## src/rtl/clk_otp_100k_monitor_if.sv

```systemverilog
// Status/stimulus bundle for the 100 kHz OTP clock monitor.
// master: drives clk_otp_in, mode; slave (monitor): drives lock/fault/measure.
interface clk_otp_100k_monitor_if #(
    parameter int CNT_W = 12
);
    logic             clk_otp_in;
    logic [1:0]       mode;
    logic             locked;
    logic             fault;
    logic [1:0]       fault_code;
    logic [CNT_W-1:0] last_half_period;
    logic             half_valid;

    modport master (
        output clk_otp_in, mode,
        input  locked, fault, fault_code,
        input  last_half_period, half_valid
    );

    modport slave (
        input  clk_otp_in, mode,
        output locked, fault, fault_code,
        output last_half_period, half_valid
    );
endinterface

```

## src/rtl/clk_otp_100k_monitor.sv

```systemverilog
// Consumer-side checker for the divided 100 kHz OTP clock. Measures every
// half-period of clk_otp_in in clk_osc_50MHz cycles, declares lock after
// LOCK_CNT in-window half-periods, raises a sticky fault on short/long/stall.
// Ports: clk_osc_50MHz, soft_reset (sync, active-high), mon (slave modport:
//   clk_otp_in, mode in; locked, fault, fault_code, last_half_period,
//   half_valid out). Optional macro CLK_OTP_MON_IRQ_EN adds irq_clr / irq.
module clk_otp_100k_monitor #(
    parameter int HALF_PERIOD = 250,
    parameter int TOL         = 5,
    parameter int LOCK_CNT    = 4,
    parameter int SYNC_STAGES = 2,
    parameter int CNT_W       = 12
) (
    input  logic                         clk_osc_50MHz,
    input  logic                         soft_reset,
    clk_otp_100k_monitor_if.slave        mon
`ifdef CLK_OTP_MON_IRQ_EN
    ,
    input  logic                         irq_clr,
    output logic                         irq
`endif
);
    localparam int GW = $clog2(LOCK_CNT + 1);
    localparam logic [CNT_W-1:0] WIN_LO  = CNT_W'(HALF_PERIOD - TOL);
    localparam logic [CNT_W-1:0] WIN_HI  = CNT_W'(HALF_PERIOD + TOL);
    localparam logic [CNT_W-1:0] SYNC_TO = CNT_W'(2 * (HALF_PERIOD + TOL));
    localparam logic [GW-1:0]    LOCK_N  = GW'(LOCK_CNT);

    typedef enum logic [2:0] {
        IDLE, SYNC, TRACK, LOCKED, FAULT
    } state_t;

    state_t                 state_q, state_d;
    logic [SYNC_STAGES-1:0] sync_q, sync_d;
    logic                   prev_q, prev_d;
    logic [CNT_W-1:0]       cnt_q, cnt_d;
    logic [GW-1:0]          good_q, good_d;
    logic                   locked_q, locked_d;
    logic                   fault_q, fault_d;
    logic [1:0]             code_q, code_d;
    logic [CNT_W-1:0]       last_q, last_d;
    logic                   hv_q, hv_d;
`ifdef CLK_OTP_MON_IRQ_EN
    logic                   irq_q, irq_d;
`endif

    logic             edge_w;
    logic             cnt_sat;
    logic [CNT_W-1:0] m;
    logic [GW-1:0]    good_inc;

    always_comb begin
        sync_d   = {sync_q[SYNC_STAGES-2:0], mon.clk_otp_in};
        prev_d   = sync_q[SYNC_STAGES-1];
        edge_w   = sync_q[SYNC_STAGES-1] ^ prev_q;
        cnt_sat  = &cnt_q;
        // Measured length includes the edge cycle itself; saturate too.
        m        = cnt_sat ? cnt_q : cnt_q + 1'b1;
        good_inc = good_q + 1'b1;

        cnt_d   = edge_w ? '0 : m;
        state_d = state_q;
        good_d  = good_q;
        hv_d    = 1'b0;
        last_d  = last_q;
        code_d  = code_q;

        unique case (state_q)
            IDLE: begin
                state_d = SYNC;
                cnt_d   = '0;
                good_d  = '0;
            end
            SYNC: begin
                // First edge only aligns us; its length is meaningless.
                if (edge_w) begin
                    state_d = TRACK;
                    good_d  = '0;
                end else if (cnt_q >= SYNC_TO) begin
                    state_d = FAULT;
                    code_d  = 2'b10;
                end
            end
            TRACK, LOCKED: begin
                // An edge coinciding with the timeout is measured, not timed out.
                if (edge_w) begin
                    hv_d   = 1'b1;
                    last_d = m;
                    if (m < WIN_LO) begin
                        state_d = FAULT;
                        code_d  = 2'b01;
                    end else if (m > WIN_HI) begin
                        state_d = FAULT;
                        code_d  = 2'b10;
                    end else if (state_q == TRACK) begin
                        good_d = good_inc;
                        if (good_inc == LOCK_N) begin
                            state_d = LOCKED;
                        end
                    end
                end else if (cnt_q >= WIN_HI) begin
                    state_d = FAULT;
                    code_d  = 2'b10;
                end
            end
            FAULT: begin
                if (edge_w) begin
                    hv_d   = 1'b1;
                    last_d = m;
                end
            end
            default: state_d = IDLE;
        endcase

        // Monitor off: clear everything except the synchronizer.
        if (mon.mode == 2'b00) begin
            state_d = IDLE;
            cnt_d   = '0;
            good_d  = '0;
            hv_d    = 1'b0;
            last_d  = '0;
            code_d  = 2'b00;
        end

        locked_d = (state_d == LOCKED);
        fault_d  = (state_d == FAULT);

`ifdef CLK_OTP_MON_IRQ_EN
        // Set on fault entry beats a same-cycle clear.
        if (state_d == FAULT && state_q != FAULT) begin
            irq_d = 1'b1;
        end else if (irq_clr) begin
            irq_d = 1'b0;
        end else begin
            irq_d = irq_q;
        end
`endif
    end

    always_ff @(posedge clk_osc_50MHz) begin
        if (soft_reset) begin
            state_q  <= IDLE;
            sync_q   <= '0;
            prev_q   <= 1'b0;
            cnt_q    <= '0;
            good_q   <= '0;
            locked_q <= 1'b0;
            fault_q  <= 1'b0;
            code_q   <= 2'b00;
            last_q   <= '0;
            hv_q     <= 1'b0;
`ifdef CLK_OTP_MON_IRQ_EN
            irq_q    <= 1'b0;
`endif
        end else begin
            state_q  <= state_d;
            sync_q   <= sync_d;
            prev_q   <= prev_d;
            cnt_q    <= cnt_d;
            good_q   <= good_d;
            locked_q <= locked_d;
            fault_q  <= fault_d;
            code_q   <= code_d;
            last_q   <= last_d;
            hv_q     <= hv_d;
`ifdef CLK_OTP_MON_IRQ_EN
            irq_q    <= irq_d;
`endif
        end
    end

    assign mon.locked           = locked_q;
    assign mon.fault            = fault_q;
    assign mon.fault_code       = code_q;
    assign mon.last_half_period = last_q;
    assign mon.half_valid       = hv_q;
`ifdef CLK_OTP_MON_IRQ_EN
    assign irq = irq_q;
`endif
endmodule
```

## src/flat_wrapper.sv

```systemverilog
// flat-port wrapper written by rule: the top's interface ports become plain ports
module clk_otp_100k_monitor_flat 
#(
    parameter int HALF_PERIOD = 250,
    parameter int TOL         = 5,
    parameter int LOCK_CNT    = 4,
    parameter int SYNC_STAGES = 2,
    parameter int CNT_W       = 12
)
  (clk_osc_50MHz, soft_reset, mon_clk_otp_in, mon_mode, mon_locked, mon_fault, mon_fault_code, mon_last_half_period, mon_half_valid);
  clk_otp_100k_monitor_if #(.CNT_W(CNT_W)) mon_i ();
  input  logic clk_osc_50MHz;
  input  logic soft_reset;
  input wire logic [$bits(mon_i.clk_otp_in)-1:0] mon_clk_otp_in;
  input wire logic [$bits(mon_i.mode)-1:0] mon_mode;
  output wire logic [$bits(mon_i.locked)-1:0] mon_locked;
  output wire logic [$bits(mon_i.fault)-1:0] mon_fault;
  output wire logic [$bits(mon_i.fault_code)-1:0] mon_fault_code;
  output wire logic [$bits(mon_i.last_half_period)-1:0] mon_last_half_period;
  output wire logic [$bits(mon_i.half_valid)-1:0] mon_half_valid;
  assign mon_i.clk_otp_in = mon_clk_otp_in;
  assign mon_i.mode = mon_mode;
  assign mon_locked = mon_i.locked;
  assign mon_fault = mon_i.fault;
  assign mon_fault_code = mon_i.fault_code;
  assign mon_last_half_period = mon_i.last_half_period;
  assign mon_half_valid = mon_i.half_valid;
  clk_otp_100k_monitor #(.HALF_PERIOD(HALF_PERIOD), .TOL(TOL), .LOCK_CNT(LOCK_CNT), .SYNC_STAGES(SYNC_STAGES), .CNT_W(CNT_W)) u_core (.clk_osc_50MHz(clk_osc_50MHz), .soft_reset(soft_reset), .mon(mon_i));
endmodule
```

## config.mk

```make
export PLATFORM = sky130hd
export DESIGN_NAME = clk_otp_100k_monitor_flat
export DESIGN_NICKNAME = d
export VERILOG_FILES = /design/src/rtl/clk_otp_100k_monitor_if.sv /design/src/rtl/clk_otp_100k_monitor.sv /design/src/flat_wrapper.sv
export SDC_FILE = /design/constraint.sdc
export NUM_CORES = 1
export LEC_CHECK = 0
export ABC_AREA = 1
export CAP_MARGIN = 10
export CORE_MARGIN = 2
export CORE_UTILIZATION = 40
export DETAILED_ROUTE_END_ITERATION = 16
export PLACE_DENSITY = 0.71
export RECOVER_POWER = 100
export SKIP_LAST_GASP = 1
export SYNTH_ARGS = -nofsm -noshare
export SYNTH_HDL_FRONTEND = slang
export SYNTH_SLANG_ARGS = --single-unit
```

## constraint.sdc

```tcl
create_clock -name clk_osc_50MHz -period 4.7 [get_ports clk_osc_50MHz]
set_input_delay 0.94 -clock clk_osc_50MHz [delete_from_list [all_inputs] [get_ports clk_osc_50MHz]]
set_output_delay 0.94 -clock clk_osc_50MHz [all_outputs]
set_load 0.03 [all_outputs]
```

## After elaboration in Yosys (flattened, before gate mapping)

Index checks and enable logic that the tools add are counted.
Widths: inputs -> output; s select.

- Bits in writable memories: 0
- Memories kept: 0
- Input port bits: 5
- Bits in registers: 38
- Output and inout port bits: 17
- Bits in latches: 0
- Bits in read-only memories: 0

- Bitwise operators: 2
- Eq/ne operators: 16
- Order comparisons: 4
- Reductions and logical operators: 13
- Shift-type cells: 0
- Div/mod/pow operators: 0
- Multipliers: 0
- $add $sub $neg: 2
- Mux-type cells: 25

Operator list:

| cell | number |
|---|---|
| $mux 3 | 14 |
| $add 12x1->12 const B | 1 |
| $ge 12x8->1 const B | 1 |
| $ge 12x9->1 const B | 1 |
| $gt 12x8->1 const B | 1 |
| $lt 12x8->1 const B | 1 |
| $mux 12 | 1 |
| $mux 2 | 6 |
| $pmux 3 s4 | 1 |
| $reduce_and 12->1 | 1 |
| $eq 3x2->1 const B | 3 |
| $eq 3x3->1 const B | 3 |
| $pmux 3 s3 | 1 |
| $ne 2x1->1 const B | 4 |
| $ne 2x2->1 const B | 3 |
| $reduce_and 6->1 | 1 |
| $reduce_or 3->1 | 2 |
| $reduce_and 5->1 | 1 |
| $ne 4x4->1 const B | 1 |
| $pmux 2 s2 | 1 |
| $reduce_or 2->1 | 2 |
| $reduce_or 4->1 | 1 |
| $add 3x1->3 const B | 1 |
| $eq 3x1->1 const B | 1 |
| 9 further kinds | 9 |

## Depth between registers and ports, before layout

- Word-level depth: 10
- Mapped depth: 15

## Least setup slack after synthesis

OpenSTA, ideal clock, no wires.

- Path kind: input-to-reg
- From: in mon_mode[1]
- To: reg u_core.cnt_q[5]
- Path slack: 2,709 ps
- Required time: 4,629 ps
- Library setup time: 71 ps
- Cell stages on the path: 7
- Arrival: 1,920 ps
- Cells stage by stage: nor2_1 nor2_1 clkinv_1 nor3_1 inv_1 clkbuf_1 a21oi_1

- Longest elaborated chain between the ends: 2

RTL lines:

| element | RTL line | RTL |
|---|---|---|
| from (decl) | flat_wrapper.sv:15 | `input wire logic [$bits(mon_i.mode)-1:0] mon_mode;` |
| $logic_not 2->1 | clk_otp_100k_monitor.sv:116 | `if (mon.mode == 2'b00) begin` |
| $reduce_or 4->1 (no line) | -- |  |
| to (signal assigned) | clk_otp_100k_monitor.sv:159 | `cnt_q <= cnt_d;` |
| to (decl) | clk_otp_100k_monitor.sv:36 | `logic [CNT_W-1:0] cnt_q, cnt_d;` |

No other way between the ends.
A chain may end at the register's enable or synchronous reset.

## Worst setup path in the final report

- From: reg u_core.cnt_q[1]
- To: reg u_core.good_q[0]

- Longest elaborated chain between the ends: 5

RTL lines:

| element | RTL line | RTL |
|---|---|---|
| $add 12x1->12 / $reduce_and 12->1 (equally long branches) | clk_otp_100k_monitor.sv:58, clk_otp_100k_monitor.sv:56 |  |
| $mux 12 * | clk_otp_100k_monitor.sv:58 | `m = cnt_sat ? cnt_q : cnt_q + 1'b1;` |
| $lt 12x8->1 / $gt 12x8->1 (equally long branches) | clk_otp_100k_monitor.sv:89, clk_otp_100k_monitor.sv:92 |  |
| $ne 2x2->1 (no line) | -- |  |
| $reduce_and 6->1 (no line) * | -- |  |
| to (signal assigned) | clk_otp_100k_monitor.sv:160 | `good_q <= good_d;` |
| to (decl) | clk_otp_100k_monitor.sv:37 | `logic [GW-1:0] good_q, good_d;` |

Mark *: on every way between the ends. The rest lies on a longest branch, timed or not.

==> out/qor.csv <==
metric,value,unit
ios,22,
cpMostUsedCell,nand2_1,
drc,0,
endpoint_kind,register,
fin_nets,290,
cts-root-buf,clkbuf_8,
grt_first_pass_wirelength,6161,um
fin_skew,0.004390,ns
leakage,0.9584,nW
synth.area.top_cells,"dfxtp_1, nand2_1, inv_1",
diodes,0,
setup.worst_path.start_class,register,
die_h,72.34,um
layout_common_cells,"nand2_1, dfxtp_1, inv_1, nor2_1",
num-fill-cells,434,
yosysTopAreaCell,dfxtp_1,
finalWirelength,3743,um
hold_buffers,0,
ant_nets,0,
hold_viol_final,0,
maxCapViolations,0,
worstPathMaxFanout,16,
gp_congestion,0.8672,
synth_warnings,0,
timing.slew.headroom,0.5364,
min_period,3.097,ns
grt_max_degree,22,
synth_top_area_frac,0.4072,
clkTransAtPathRegs,0.07,ns
syn_to_final_growth,15.34,%
ys_ff_latch,38,
cts_max_level,2,
setup_viol,0,
drive_gt1_frac,0.07473,
post_cts_buffers,0,
detailed_place_hpwl,2850,um
syn_avg_cell_area,7.240,um2
status,finished clean,
irDropWorstVdd,0.1768,mV
dr.pass1.iters,4,
core,4414,um2
cts_buffers,5,
netlist_instances,258,
setup-tns-final,0,ns
dpl_worst_slack,1.438,ns
worst_pin_slew,0.6929,ns
max_stage_delay,0.55,ns
die-area,5233,um2
layout_commonest_cell,nand2_1,
crit_type,register to register,
cp_slowest_cell,nand3_1,
slew_viol_final,0,
antenna_found_initial,0,
clockBufferDepth,2,
rows,24,
vias,1595,
cts_tree,built,
post_cts_resized,0,
track_usage,0.1499,
first_iter_violations,57,
clock_latency,0.28,ns
grt_pass1_vias,1361,
clock-sinks,38,
placed_area,2117,um2
die_width,72.34,um
wl_per_cell,11.24,um
initial_core_util,0.4232,
yosysUniqueCellTypes,30,
hold_path_class,register to register,
cp.required,4.87,ns
syn-num-nets,267,
path_cells,ha_1 -> inv_1 -> nor2_1 -> nand3_1 -> nand2_1 -> nand2_1 -> nand2_1 -> nand2_1 -> nand2_1 -> nand3_1 -> o21ai_0 -> nand2_1 -> nand2_1 -> a21oi_1,
via_per_inst,4.790,
fin_ws,1.603,ns
seq_area_frac_synth,0.4072,
arrival,3.27,ns
rsz0062_at_grt,false,
final.period_utilization,0.6588,
powerDensity,263.2,nW/um2
max_freq,322.9,MHz
fin_area,2155,um2
netlist_area,1868,um2
overflow,0,
port_buffers,21,
## metal layers
layer  part of all wire  track usage  up-vias
met5                  0            0        -
met4              0.027      0.08176        0
met2               0.40       0.2069       25
li1                   -            -      861
met3              0.027      0.03194        9
met1               0.54       0.2159      700
## registers in the layout, indices dropped and copies added (netlist names)
signal / flops
u_core.cnt_q: 12
u_core.good_q: 3
u_core.mon.fault_code: 2
u_core.mon.fault: 1
u_core.sync_q: 2
u_core.mon.locked: 1
u_core.mon.half_valid: 1
u_core.state_q: 3
u_core.prev_q: 1
u_core.mon.last_half_period: 12
## synthesized netlist by cell type (all sizes together)
library cell	n
xor2	2
nand3b	1
ha	4
a21oi	20
nand2	56
o21bai	1
nand3	13
nor3	3
inv	37
o211ai	4
clkbuf	4
clkinv	1
xnor2	3
nor2	44
a31oi	1
dfxtp	38
nand4	6
buf	1
o21ai	19
## stage by stage
step                total power (W)  hold slack, ns    util  std cells
CTS                       0.0005737          0.4073  0.4969        333
global placement          0.0003713          0.3999  0.4796        326
global route              0.0005882          0.4483  0.4881        333
floorplan                 0.0003605          0.3883       -        258
finish                    0.0005672          0.4069  0.4881        333
detailed placement        0.0003718          0.3979  0.4796        326
## layout make-up
cell class	count	area (um2)	share of cell area
inverter	38	142.6	0.06620
sequential	38	760.7	0.3531
clock buffer	7	76.32	0.03542
multi-input combinational	177	899.6	0.4175
timing repair buffer	21	210.2	0.09756
tap	52	65.06	0.03020
## path summary, 6_finish.rpt
path                                from                             to  slack, ns  depth (start not counted)
max reg2reg   u_core.cnt_q[1]$_SDFF_PP0_  u_core.good_q[0]$_SDFFE_PP0P_       1.60                         14
max           u_core.cnt_q[1]$_SDFF_PP0_  u_core.good_q[0]$_SDFFE_PP0P_       1.60                         14
min          u_core.sync_q[0]$_SDFF_PP0_    u_core.sync_q[1]$_SDFF_PP0_       0.41                          2
min reg2reg  u_core.sync_q[0]$_SDFF_PP0_    u_core.sync_q[1]$_SDFF_PP0_       0.41                          2
## cell families after synthesis
logic type | Yosys count | share of synthesized area
DFF | 38 | 0.4072
xor gates and xnor gates | 5 | 0.02345
buffers and inverters | 43 | 0.09042
AOI/OAI and AO/OA | 45 | 0.1400
adders and majority gates | 4 | 0.02679
and+or+nand+nor | 123 | 0.3121
## power by group
group / switching, W / leakage, nW / internal (W)
Clock: 0.000102 / 0.0383 / 0.000102
Sequential: 0.00000299 / 0.307 / 0.000326
Combinational: 0.0000232 / 0.613 / 0.0000111
Total: 0.000128 / 0.958 / 0.000439
## critical path: cells and delay by family, from the launching register on
kind                     cells  cell delay [ns]
flip-flops                   1             0.45
adder cells (fa/ha/maj)      1             0.26
buffers and inverters        1             0.06
AO/OA/AOI/OAI                2             0.44
AND/OR/NAND/NOR             10             1.79
No activity file was read; power rests on OpenSTA's default activity.
